File: config.mk
export PLATFORM = sky130hd
export DESIGN_NAME = seq_divider_flat
export DESIGN_NICKNAME = d
export VERILOG_FILES = /design/src/rtl/seq_divider_if.sv /design/src/rtl/seq_divider.sv /design/src/flat_wrapper.sv
export SDC_FILE = /design/constraint.sdc
export NUM_CORES = 1
export LEC_CHECK = 0
export ABC_AREA = 1
export ABC_CLOCK_PERIOD_IN_PS = 2200
export CAP_MARGIN = 20
export CORE_MARGIN = 2
export CORE_UTILIZATION = 50
export CTS_BUF_LIST = sky130_fd_sc_hd__clkbuf_8 sky130_fd_sc_hd__clkbuf_16
export CTS_CLUSTER_DIAMETER = 100
export DETAILED_ROUTE_END_ITERATION = 8
export PLACE_DENSITY = 0.87
export SYNTH_ARGS = -nofsm -noshare
export SYNTH_HDL_FRONTEND = slang
export SYNTH_SLANG_ARGS = --single-unit
File: constraint.sdc
create_clock -name clk -period 2.2 [get_ports clk]
set_clock_uncertainty 0.1 [all_clocks]
set_input_delay 0.44 -clock clk [delete_from_list [all_inputs] [get_ports clk]]
set_output_delay 0.44 -clock clk [all_outputs]
set_load 0.005 [all_outputs]
File: src/rtl/seq_divider_if.sv
// seq_divider_if: request/result bundle for seq_divider.
//   master : drives start, in1 (dividend), in2 (divisor);
//            receives quotient, remainder, busy, done, div_by_zero
//   slave  : the divider side of the same signals
interface seq_divider_if #(parameter int WIDTH = 8);
   logic             start;
   logic [WIDTH-1:0] in1;
   logic [WIDTH-1:0] in2;
   logic [WIDTH-1:0] quotient;
   logic [WIDTH-1:0] remainder;
   logic             busy;
   logic             done;
   logic             div_by_zero;

   modport master (output start, in1, in2,
                   input  quotient, remainder, busy, done, div_by_zero);
   modport slave  (input  start, in1, in2,
                   output quotient, remainder, busy, done, div_by_zero);
endinterface

File: src/rtl/seq_divider.sv
// seq_divider: sequential restoring divider, one quotient bit per clock.
//   clk  : rising-edge clock
//   rst  : asynchronous active-low reset
//   bus  : seq_divider_if.slave -- start/in1/in2 request, quotient/remainder
//          results held until the next result, busy, one-cycle done,
//          div_by_zero flag held until the next accepted start
// Latency is WIDTH cycles from the start edge; a zero divisor answers after
// one cycle with quotient all ones and remainder = dividend.
// Optional macro SEQ_DIVIDER_SIGNED_EN: two's complement operands, quotient
// truncated toward zero, remainder carries the dividend's sign.
module seq_divider #(
   parameter int WIDTH = 8
) (
   input  logic         clk,
   input  logic         rst,
   seq_divider_if.slave bus
);
   localparam int CW = (WIDTH > 2) ? $clog2(WIDTH) : 1;
   localparam logic [CW-1:0] CNT_INIT = CW'(WIDTH - 1);

   localparam logic [0:0] S_IDLE = 1'b0;
   localparam logic [0:0] S_RUN  = 1'b1;

   logic [0:0]       r_state;
   logic [CW-1:0]    r_cnt;
   logic [WIDTH-1:0] r_rem;    // partial remainder (always < divisor)
   logic [WIDTH-1:0] r_dvd;    // dividend shifting out, quotient shifting in
   logic [WIDTH-1:0] r_dvs;
   logic [WIDTH-1:0] r_quot;
   logic [WIDTH-1:0] r_remo;
   logic             r_busy;
   logic             r_done;
   logic             r_dbz;

   logic [WIDTH:0]   w_shift;  // WIDTH+1-bit shifted partial remainder
   logic             w_ge;
   logic [WIDTH-1:0] w_rem_nxt;
   logic [WIDTH-1:0] w_q_nxt;
   logic [WIDTH-1:0] w_mag1;
   logic [WIDTH-1:0] w_mag2;
   logic [WIDTH-1:0] w_q_fin;
   logic [WIDTH-1:0] w_r_fin;

   // Restoring step. When the subtraction succeeds the true difference is
   // below the divisor, so WIDTH-bit modular subtraction is exact.
   assign w_shift   = {r_rem, r_dvd[WIDTH-1]};
   assign w_ge      = (w_shift >= {1'b0, r_dvs});
   assign w_rem_nxt = w_ge ? (w_shift[WIDTH-1:0] - r_dvs) : w_shift[WIDTH-1:0];
   assign w_q_nxt   = {r_dvd[WIDTH-2:0], w_ge};

`ifdef SEQ_DIVIDER_SIGNED_EN
   logic r_qneg;
   logic r_rneg;

   // Negating the most-negative value yields itself, which read unsigned is
   // the correct magnitude; MIN / -1 therefore wraps back to MIN.
   assign w_mag1  = bus.in1[WIDTH-1] ? (~bus.in1 + 1'b1) : bus.in1;
   assign w_mag2  = bus.in2[WIDTH-1] ? (~bus.in2 + 1'b1) : bus.in2;
   assign w_q_fin = r_qneg ? (~w_q_nxt + 1'b1) : w_q_nxt;
   assign w_r_fin = r_rneg ? (~w_rem_nxt + 1'b1) : w_rem_nxt;

   always_ff @(posedge clk or negedge rst) begin
      if (!rst) begin
         r_qneg <= 1'b0;
         r_rneg <= 1'b0;
      end else if (r_state == S_IDLE && !r_busy && bus.start) begin
         r_qneg <= bus.in1[WIDTH-1] ^ bus.in2[WIDTH-1];
         r_rneg <= bus.in1[WIDTH-1];
      end
   end
`else
   assign w_mag1  = bus.in1;
   assign w_mag2  = bus.in2;
   assign w_q_fin = w_q_nxt;
   assign w_r_fin = w_rem_nxt;
`endif

   // busy set while in IDLE marks a pending divide-by-zero answer; start is
   // not accepted during that cycle.
   always_ff @(posedge clk or negedge rst) begin
      if (!rst) begin
         r_state <= S_IDLE;
         r_cnt   <= '0;
         r_rem   <= '0;
         r_dvd   <= '0;
         r_dvs   <= '0;
         r_quot  <= '0;
         r_remo  <= '0;
         r_busy  <= 1'b0;
         r_done  <= 1'b0;
         r_dbz   <= 1'b0;
      end else begin
         r_done <= 1'b0;
         if (r_state == S_IDLE) begin
            if (r_busy) begin
               r_busy <= 1'b0;
               r_done <= 1'b1;
               r_dbz  <= 1'b1;
               r_quot <= '1;
               r_remo <= r_dvd;          // raw dividend kept at capture
            end else if (bus.start) begin
               r_busy <= 1'b1;
               r_dbz  <= 1'b0;
               if (bus.in2 == '0) begin
                  r_dvd <= bus.in1;
               end else begin
                  r_state <= S_RUN;
                  r_cnt   <= CNT_INIT;
                  r_rem   <= '0;
                  r_dvd   <= w_mag1;
                  r_dvs   <= w_mag2;
               end
            end
         end else begin
            r_rem <= w_rem_nxt;
            r_dvd <= w_q_nxt;
            r_cnt <= r_cnt - 1'b1;
            if (r_cnt == '0) begin
               r_state <= S_IDLE;
               r_busy  <= 1'b0;
               r_done  <= 1'b1;
               r_quot  <= w_q_fin;
               r_remo  <= w_r_fin;
            end
         end
      end
   end

   assign bus.quotient    = r_quot;
   assign bus.remainder   = r_remo;
   assign bus.busy        = r_busy;
   assign bus.done        = r_done;
   assign bus.div_by_zero = r_dbz;
endmodule

File: src/flat_wrapper.sv
// flat-port wrapper written by rule: the top's interface ports become plain ports
module seq_divider_flat 
#(
   parameter int WIDTH = 8
)
  (clk, rst, bus_start, bus_in1, bus_in2, bus_quotient, bus_remainder, bus_busy, bus_done, bus_div_by_zero);
  seq_divider_if #(.WIDTH(WIDTH)) bus_i ();
  input  logic clk;
  input  logic rst;
  input wire logic [$bits(bus_i.start)-1:0] bus_start;
  input wire logic [$bits(bus_i.in1)-1:0] bus_in1;
  input wire logic [$bits(bus_i.in2)-1:0] bus_in2;
  output wire logic [$bits(bus_i.quotient)-1:0] bus_quotient;
  output wire logic [$bits(bus_i.remainder)-1:0] bus_remainder;
  output wire logic [$bits(bus_i.busy)-1:0] bus_busy;
  output wire logic [$bits(bus_i.done)-1:0] bus_done;
  output wire logic [$bits(bus_i.div_by_zero)-1:0] bus_div_by_zero;
  assign bus_i.start = bus_start;
  assign bus_i.in1 = bus_in1;
  assign bus_i.in2 = bus_in2;
  assign bus_quotient = bus_i.quotient;
  assign bus_remainder = bus_i.remainder;
  assign bus_busy = bus_i.busy;
  assign bus_done = bus_i.done;
  assign bus_div_by_zero = bus_i.div_by_zero;
  seq_divider #(.WIDTH(WIDTH)) u_core (.clk(clk), .rst(rst), .bus(bus_i));
endmodule
==> Flow_metrics.wiki, run 1 <==
{| class="wikitable"
! Metric !! Value
|-
| Status || finished clean
|-
| Horizontal die dimension || 75.15 microns
|-
| Worst-case clock buffer depth || 2
|-
| Number of global-route vias before repair || 2182
|-
| Number of buffers added to fix hold violations after cts || 0
|-
| Number of nets at the end of the flow || 377
|-
| Violation count after the first detailed-route iteration || 138
|-
| Starting density of the core || 52.55%
|-
| Clk slew on worst S/H paths || 90 ps
|-
| Part of the cycle the worst path needs || 89.64%
|-
| Most common cell after layout, fill and taps aside || sky130_fd_sc_hd__nand2_1
|-
| Area grow syn2layout || 21.80%
|-
| Detailed Routing Iterations Pass 1 || 4
|-
| Worst min-delay path category || in -> async
|-
| Final Core Density || 64.00%
|-
| Pin count of the biggest net entering global routing || 25
|-
| Synthesized area per cell || 8.299 sq um
|-
| Yosys synthesis warning count || 0
|-
| CP Class || reg -> reg
|-
| Standard cell core area || 4817 sq um
|-
| Clock Latency Late Sink || 300 ps
|-
| Number of H-tree branching levels || 2
|-
| First-pass GRT wire length || 9604 microns
|-
| Reported max-cap violation count || 0
|-
| Clock root cell || sky130_fd_sc_hd__clkbuf_8
|-
| Count of antenna diodes in the layout || 0
|-
| Number of standard cells in the final layout excluding fillers || 415
|-
| Count of final max-slew check failures || 0
|-
| Num rows || 25
|-
| Main flop type after synthesis || sky130_fd_sc_hd__dfrtp_1
|-
| Seq/Total Area, Yosys || 46.47%
|-
| Sum of routed wire length over all layers || 5554 microns
|-
| Reg-to-reg critical path startpoint || u_core.r_rem[5]
|-
| Cell total after placement || 407
|-
| Uppermost layer routed || met4
|-
| Fmax || 0.5071 GHz
|-
| GP Congestion || 0.8698
|-
| Maximum fanout encountered on the critical timing path || 10
|-
| Cts bufs inserted || 5
|-
| Number of antenna violations at the first check in global routing || 0
|-
| Post-synth ARST share || 100.0%
|-
| Distinct cell type count after synthesis || 35
|-
| Number of enable-type register cells in the synthesized netlist || 0
|-
| Via count normalized by instance count || 5.046
|-
| Worst slew margin || 42.55%
|-
| Detail Route Antenna Nets || 0
|-
| Combinational family with the most area after synthesis || simple AND/OR/NAND/NOR gates
|-
| Critical path startpoint category || flop
|-
| Mapped Cells || 305
|-
| Post-Synth Simple-Gate Area || 28.97%
|-
| Power density relative to cell area || 1767 nW/um^2
|-
| Maximum vdd drop || 0.7941 mV
|-
| Total routed wire length on the met1 layer || 2494 microns
|-
| TritonCTS clock tree || done
|-
| Via total after detailed routing || 2094
|-
| Layout filler cell count || 407
|-
| Slew of the pin with the lowest slew margin || 861.7 ps
|-
| Final hold viol count || 0
|-
| Post-route minimum period || 1972 ps
|-
| Total global routing track utilization || 22.71%
|-
| Complex-gate fraction of the synthesized area || 10.38%
|-
| Critical path capture point type || flop
|-
| Synthesized net count || 335
|-
| Synthesis-stage register bit count || 47
|-
| First element of the critical path || u_core.r_rem[5]
|-
| Met2 Wirelength || 2693 microns
|-
| Share of final-layout standard cells stronger than drive strength 1 || 12.64%
|-
| Final number of setup-violating endpoints || 0
|-
| Io pins || 38
|-
| Minimum setup slack among reg-to-reg paths || 230 ps
|-
| HPWL reported at the end of detailed placement || 4208 microns
|-
| Number of setup buffers added after CTS || 0
|-
| Total overflow reported by the global router || 0
|-
| Resized Gates After CTS || 0
|-
| Amount of wire on met3 after detailed routing || 193 microns
|-
| Vertical extent of the die || 75.15 microns
|-
| Commonest cells after routing, fill and taps aside || sky130_fd_sc_hd__nand2_1, sky130_fd_sc_hd__dfrtp_1, sky130_fd_sc_hd__nor2_1
|-
| Full die area || 5648 sq um
|-
| Drc violations || 0
|-
| Sum Neg Setup Slack || 0 ps
|-
| Post-Syn Area || 2531 sq um
|-
| Xor-xnor portion of the synthesized cell area || 0.6920%
|-
| Number of input and output port buffers inserted || 37
|-
| Critical path required time || 2310 ps
|-
| Adder-cell share of the synthesized area || 5.734%
|-
| Portion of netlist area occupied by mux cells || 0%
|-
| Leakage || 1.483 nW
|-
| Setup repair after global routing missed its margin || false
|-
| Data arrival, critical path || 2080 ps
|-
| TritonCTS Sinks || 47
|-
| WL per Instance || 13.38 microns
|}
-- path summary, 6_finish.rpt --
kind / to / depth (start not counted)
min in group clk: u_core.r_cnt[0] / 1
max in group asynchronous: u_core.r_dvs[3] / 2
worst min register to register: u_core.r_cnt[0] / 1
worst min-delay path: u_core.bus.quotient[0] / 1
worst max-delay path: u_core.bus.remainder[5] / 11
worst max register to register: u_core.bus.remainder[5] / 11
-- routing by layer --
| metal | vias up | track usage [%] |
|---|---|---|
| met1 | 969 | 29.40 |
| met2 | 45 | 36.84 |
| met3 | 14 | 4.552 |
| met4 | 0 | 10.53 |
| li1 | 1066 | - |
| met5 | - | 0 |
-- final cells by class --
cell class | count | area (sq um) | area share, %
sequential | 47 | 1176 | 38.15
multi-input combinational | 210 | 1159 | 37.58
tap | 67 | 83.83 | 2.719
clock buffer | 6 | 82.58 | 2.679
timing repair buffer | 41 | 407.9 | 13.23
clock inverter | 2 | 16.27 | 0.5276
inverter | 42 | 157.7 | 5.114
-- stage by stage --
| step | area, sq um | worst slack, ps | total power, mW | hold slack, ps |
|---|---|---|---|---|
| detailed placement | 2984 | 163.7 | 4.884 | 362.5 |
| finish | 3083 | 227.9 | 5.448 | 11.02 |
| floorplan | 2531 | 398.1 | 3.919 | 44.41 |
| global route | 3083 | 56.47 | 5.992 | 51.38 |
| CTS | 3083 | 232.2 | 5.470 | 28.08 |
| global placement | 2984 | 170.8 | 4.765 | 356.7 |
-- critical path, stage by stage (launching register included) --
cell                      delay [ps]
sky130_fd_sc_hd__dfrtp_1         430
sky130_fd_sc_hd__ha_1            360
sky130_fd_sc_hd__nand2_1          80
sky130_fd_sc_hd__nand2_1          60
sky130_fd_sc_hd__nand2_1          70
sky130_fd_sc_hd__nand2_2          60
sky130_fd_sc_hd__nor2_4          300
sky130_fd_sc_hd__nand2_8         110
sky130_fd_sc_hd__nand3_1         110
sky130_fd_sc_hd__nand3_1          80
sky130_fd_sc_hd__nand2_1          60
sky130_fd_sc_hd__inv_1            30
-- cells in the mapped netlist (4+ instances only) --
cell type,number,area share (%)
sky130_fd_sc_hd__inv_2,4,0.59
sky130_fd_sc_hd__nand3_2,7,2.8
sky130_fd_sc_hd__a21oi_1,11,2.2
sky130_fd_sc_hd__dfrtp_1,47,46
sky130_fd_sc_hd__inv_1,37,5.5
sky130_fd_sc_hd__ha_1,10,4.9
sky130_fd_sc_hd__nand2_2,5,1.2
sky130_fd_sc_hd__nand2_1,60,8.9
sky130_fd_sc_hd__buf_2,4,0.79
sky130_fd_sc_hd__a21oi_2,5,1.7
sky130_fd_sc_hd__o21ai_1,4,0.79
sky130_fd_sc_hd__nand4_1,5,1.2
sky130_fd_sc_hd__nor2_1,39,5.8
sky130_fd_sc_hd__nor3_1,7,1.4
sky130_fd_sc_hd__nand3_1,18,3.6
sky130_fd_sc_hd__o21ai_0,19,3.8
-- logic make-up after synthesis --
family,Yosys count
fa+ha+maj,11
xor+xnor,2
compound gates,45
flops,47
simple gates,152
buf+inv,48
-- state kept, by name (all words and copies together), names as in the netlist --
name / count
u_core.bus.remainder: 8
u_core.r_cnt: 3
u_core.bus.done: 1
u_core.bus.busy: 1
u_core.r_dvd: 8
u_core.bus.div_by_zero: 1
u_core.r_rem: 8
u_core.r_state: 1
u_core.r_dvs: 8
u_core.bus.quotient: 8
-- power by group --
part | switching (mW) | leakage, nW | internal, mW
clock | 0.297 | 0.0474 | 0.257
combinational | 1.95 | 0.890 | 1.37
sequential | 0.268 | 0.546 | 1.32
Note: power is estimated with default switching activity, not from simulation.
==> run 2: changes to the inputs <==
--- a/config.mk
+++ b/config.mk
@@ -14,6 +14,7 @@
 export CTS_CLUSTER_DIAMETER = 100
 export DETAILED_ROUTE_END_ITERATION = 8
 export PLACE_DENSITY = 0.87
+export SETUP_SLACK_MARGIN = 0.15
 export SYNTH_ARGS = -nofsm -noshare
 export SYNTH_HDL_FRONTEND = slang
 export SYNTH_SLANG_ARGS = --single-unit
==> run 2 against run 1 <==
Clock power up 0.9%; final area up 1.8%; utilization up 1.1 points; die area unchanged; flip-flop and latch count unchanged; critical path type unchanged; critical endpoint unchanged; largest cell class is now multi-input combinational cells.
==> Flow_metrics.wiki, run 2 (synthesis results as in run 1) <==
{| class="wikitable"
! Metric !! Value
|-
| Status || finished clean
|-
| Via count normalized by instance count || 5.115
|-
| Critical path capture point type || flop
|-
| Fmax || 0.5206 GHz
|-
| Maximum fanout encountered on the critical timing path || 10
|-
| Leakage || 1.494 nW
|-
| Io pins || 38
|-
| Detail Route Antenna Nets || 0
|-
| Reported max-cap violation count || 0
|-
| GP Congestion || 0.8698
|-
| Full die area || 5648 sq um
|-
| Maximum vdd drop || 0.8061 mV
|-
| Number of input and output port buffers inserted || 37
|-
| Vertical extent of the die || 75.15 microns
|-
| Area grow syn2layout || 23.97%
|-
| Horizontal die dimension || 75.15 microns
|-
| Cts bufs inserted || 5
|-
| TritonCTS clock tree || done
|-
| Setup slack at placement || 163.7 ps
|-
| Detailed Routing Iterations Pass 1 || 4
|-
| TritonCTS Sinks || 47
|-
| Setup repair after global routing missed its margin || true
|-
| Num rows || 25
|-
| Number of H-tree branching levels || 2
|-
| Worst-case clock buffer depth || 2
|-
| Number of global-route vias before repair || 2182
|-
| Worst-case setup margin in the final layout || 279.0 ps
|-
| Total overflow reported by the global router || 0
|-
| Commonest cells after routing, fill and taps aside || sky130_fd_sc_hd__nand2_1, sky130_fd_sc_hd__dfrtp_1, sky130_fd_sc_hd__nor2_1
|-
| HPWL reported at the end of detailed placement || 4208 microns
|-
| Sum Neg Setup Slack || 0 ps
|-
| Worst slew margin || 63.60%
|-
| Final number of setup-violating endpoints || 0
|-
| First-pass GRT wire length || 9604 microns
|-
| Post-route minimum period || 1921 ps
|-
| Total global routing track utilization || 22.71%
|-
| Share of final-layout standard cells stronger than drive strength 1 || 13.75%
|-
| CP Class || reg -> reg
|-
| Violation count after the first detailed-route iteration || 112
|-
| Clock root cell || sky130_fd_sc_hd__clkbuf_8
|-
| Part of the cycle the worst path needs || 87.32%
|-
| Layout filler cell count || 397
|-
| Worst min-delay path category || in -> async
|-
| Critical path required time || 2310 ps
|-
| Count of final max-slew check failures || 0
|-
| Starting density of the core || 52.55%
|-
| Most common cell after layout, fill and taps aside || sky130_fd_sc_hd__nand2_1
|-
| Number of nets at the end of the flow || 378
|-
| Number of antenna violations at the first check in global routing || 0
|-
| Clock Latency Late Sink || 300 ps
|-
| Via total after detailed routing || 2128
|-
| Critical path startpoint category || flop
|-
| Data arrival, critical path || 2030 ps
|-
| WL per Instance || 13.51 microns
|-
| Count of antenna diodes in the layout || 0
|-
| Power density relative to cell area || 1788 nW/um^2
|-
| Pin count of the biggest net entering global routing || 25
|-
| Clk slew on worst S/H paths || 90 ps
|-
| Slew of the pin with the lowest slew margin || 544.0 ps
|-
| Sum of routed wire length over all layers || 5620 microns
|-
| Standard cell core area || 4817 sq um
|-
| Final hold viol count || 0
|-
| Drc violations || 0
|}
-- run 2: repair_timing --
action	in CTS	in global routing
buffers inserted	0	1
setup endpoints to repair	0	11
resized for setup	0	4
hold buffers	0	0
-- run 2: power breakdown --
part	switching, mW	leakage (nW)	internal [mW]
logic	1.98	0.901	1.48
clock network	0.302	0.0474	0.257
registers	0.281	0.546	1.32
total	2.56	1.49	3.05
-- run 2: through the flow --
step	utilization (%)	instance area [sq um]	std cells	hold WS, ps	total power, mW
final	65.14	3138	416	6.335	5.612
after global routing	65.14	3138	416	51.38	6.164
after CTS	64.00	3083	415	28.08	5.470
after detailed placement	61.95	2984	407	362.5	4.884
after global placement	61.95	2984	407	356.7	4.765
after floorplan	-	2531	305	44.41	3.919
-- run 2: layout make-up --
cell class | count | area (sq um) | share of cell area, %
Clock buffer | 6 | 82.58 | 2.632
Clock inverter | 2 | 16.27 | 0.5183
Inverter | 42 | 157.7 | 5.024
Multi-Input combinational cell | 210 | 1194 | 38.04
Sequential cell | 47 | 1176 | 37.48
Tap cell | 67 | 83.83 | 2.671
Timing Repair Buffer | 42 | 427.9 | 13.64
-- run 2: critical path: stages (launching register included) --
cell,delay [ps]
sky130_fd_sc_hd__dfrtp_1,440
sky130_fd_sc_hd__ha_1,360
sky130_fd_sc_hd__nand2_1,100
sky130_fd_sc_hd__inv_1,40
sky130_fd_sc_hd__nand3_1,120
sky130_fd_sc_hd__nor2_4,50
sky130_fd_sc_hd__nor2_4,120
sky130_fd_sc_hd__buf_12,140
sky130_fd_sc_hd__nand2_8,70
sky130_fd_sc_hd__nand3_1,110
sky130_fd_sc_hd__nand3_1,80
sky130_fd_sc_hd__nand2_1,60
sky130_fd_sc_hd__inv_1,30
-- run 2: layer usage --
metal  wire [microns]  up-vias  global-route usage [%]
met4              137        0                   10.53
met3              232       11                   4.552
met5                0        -                       0
met1             2487     1000                   29.40
li1                 -     1066                       -
met2             2763       51                   36.84
-- run 2: path summary, 6_finish.rpt --
kind | from | to | slack [ps] | cells past startpoint
setup reg to reg | u_core.r_rem[5] | u_core.bus.remainder[5] | 280 | 12
setup / recovery | u_core.r_rem[5] | u_core.bus.remainder[5] | 280 | 12
min in group clk | u_core.r_cnt[0] | u_core.r_cnt[0] | 380 | 1
hold reg to reg | u_core.r_cnt[0] | u_core.r_cnt[0] | 380 | 1
max in group asynchronous | rst | u_core.r_dvs[3] | 1460 | 2
hold / removal | rst | u_core.bus.quotient[0] | 6 | 1
==> run 3: changes to the inputs <==
--- a/config.mk
+++ b/config.mk
@@ -15,6 +15,7 @@
 export DETAILED_ROUTE_END_ITERATION = 8
 export PLACE_DENSITY = 0.87
 export SETUP_SLACK_MARGIN = 0.15
+export SLEW_MARGIN = 20
 export SYNTH_ARGS = -nofsm -noshare
 export SYNTH_HDL_FRONTEND = slang
 export SYNTH_SLANG_ARGS = --single-unit
==> results of run 3 <==
Final layout, timing and power as in run 2 (identical DEF).
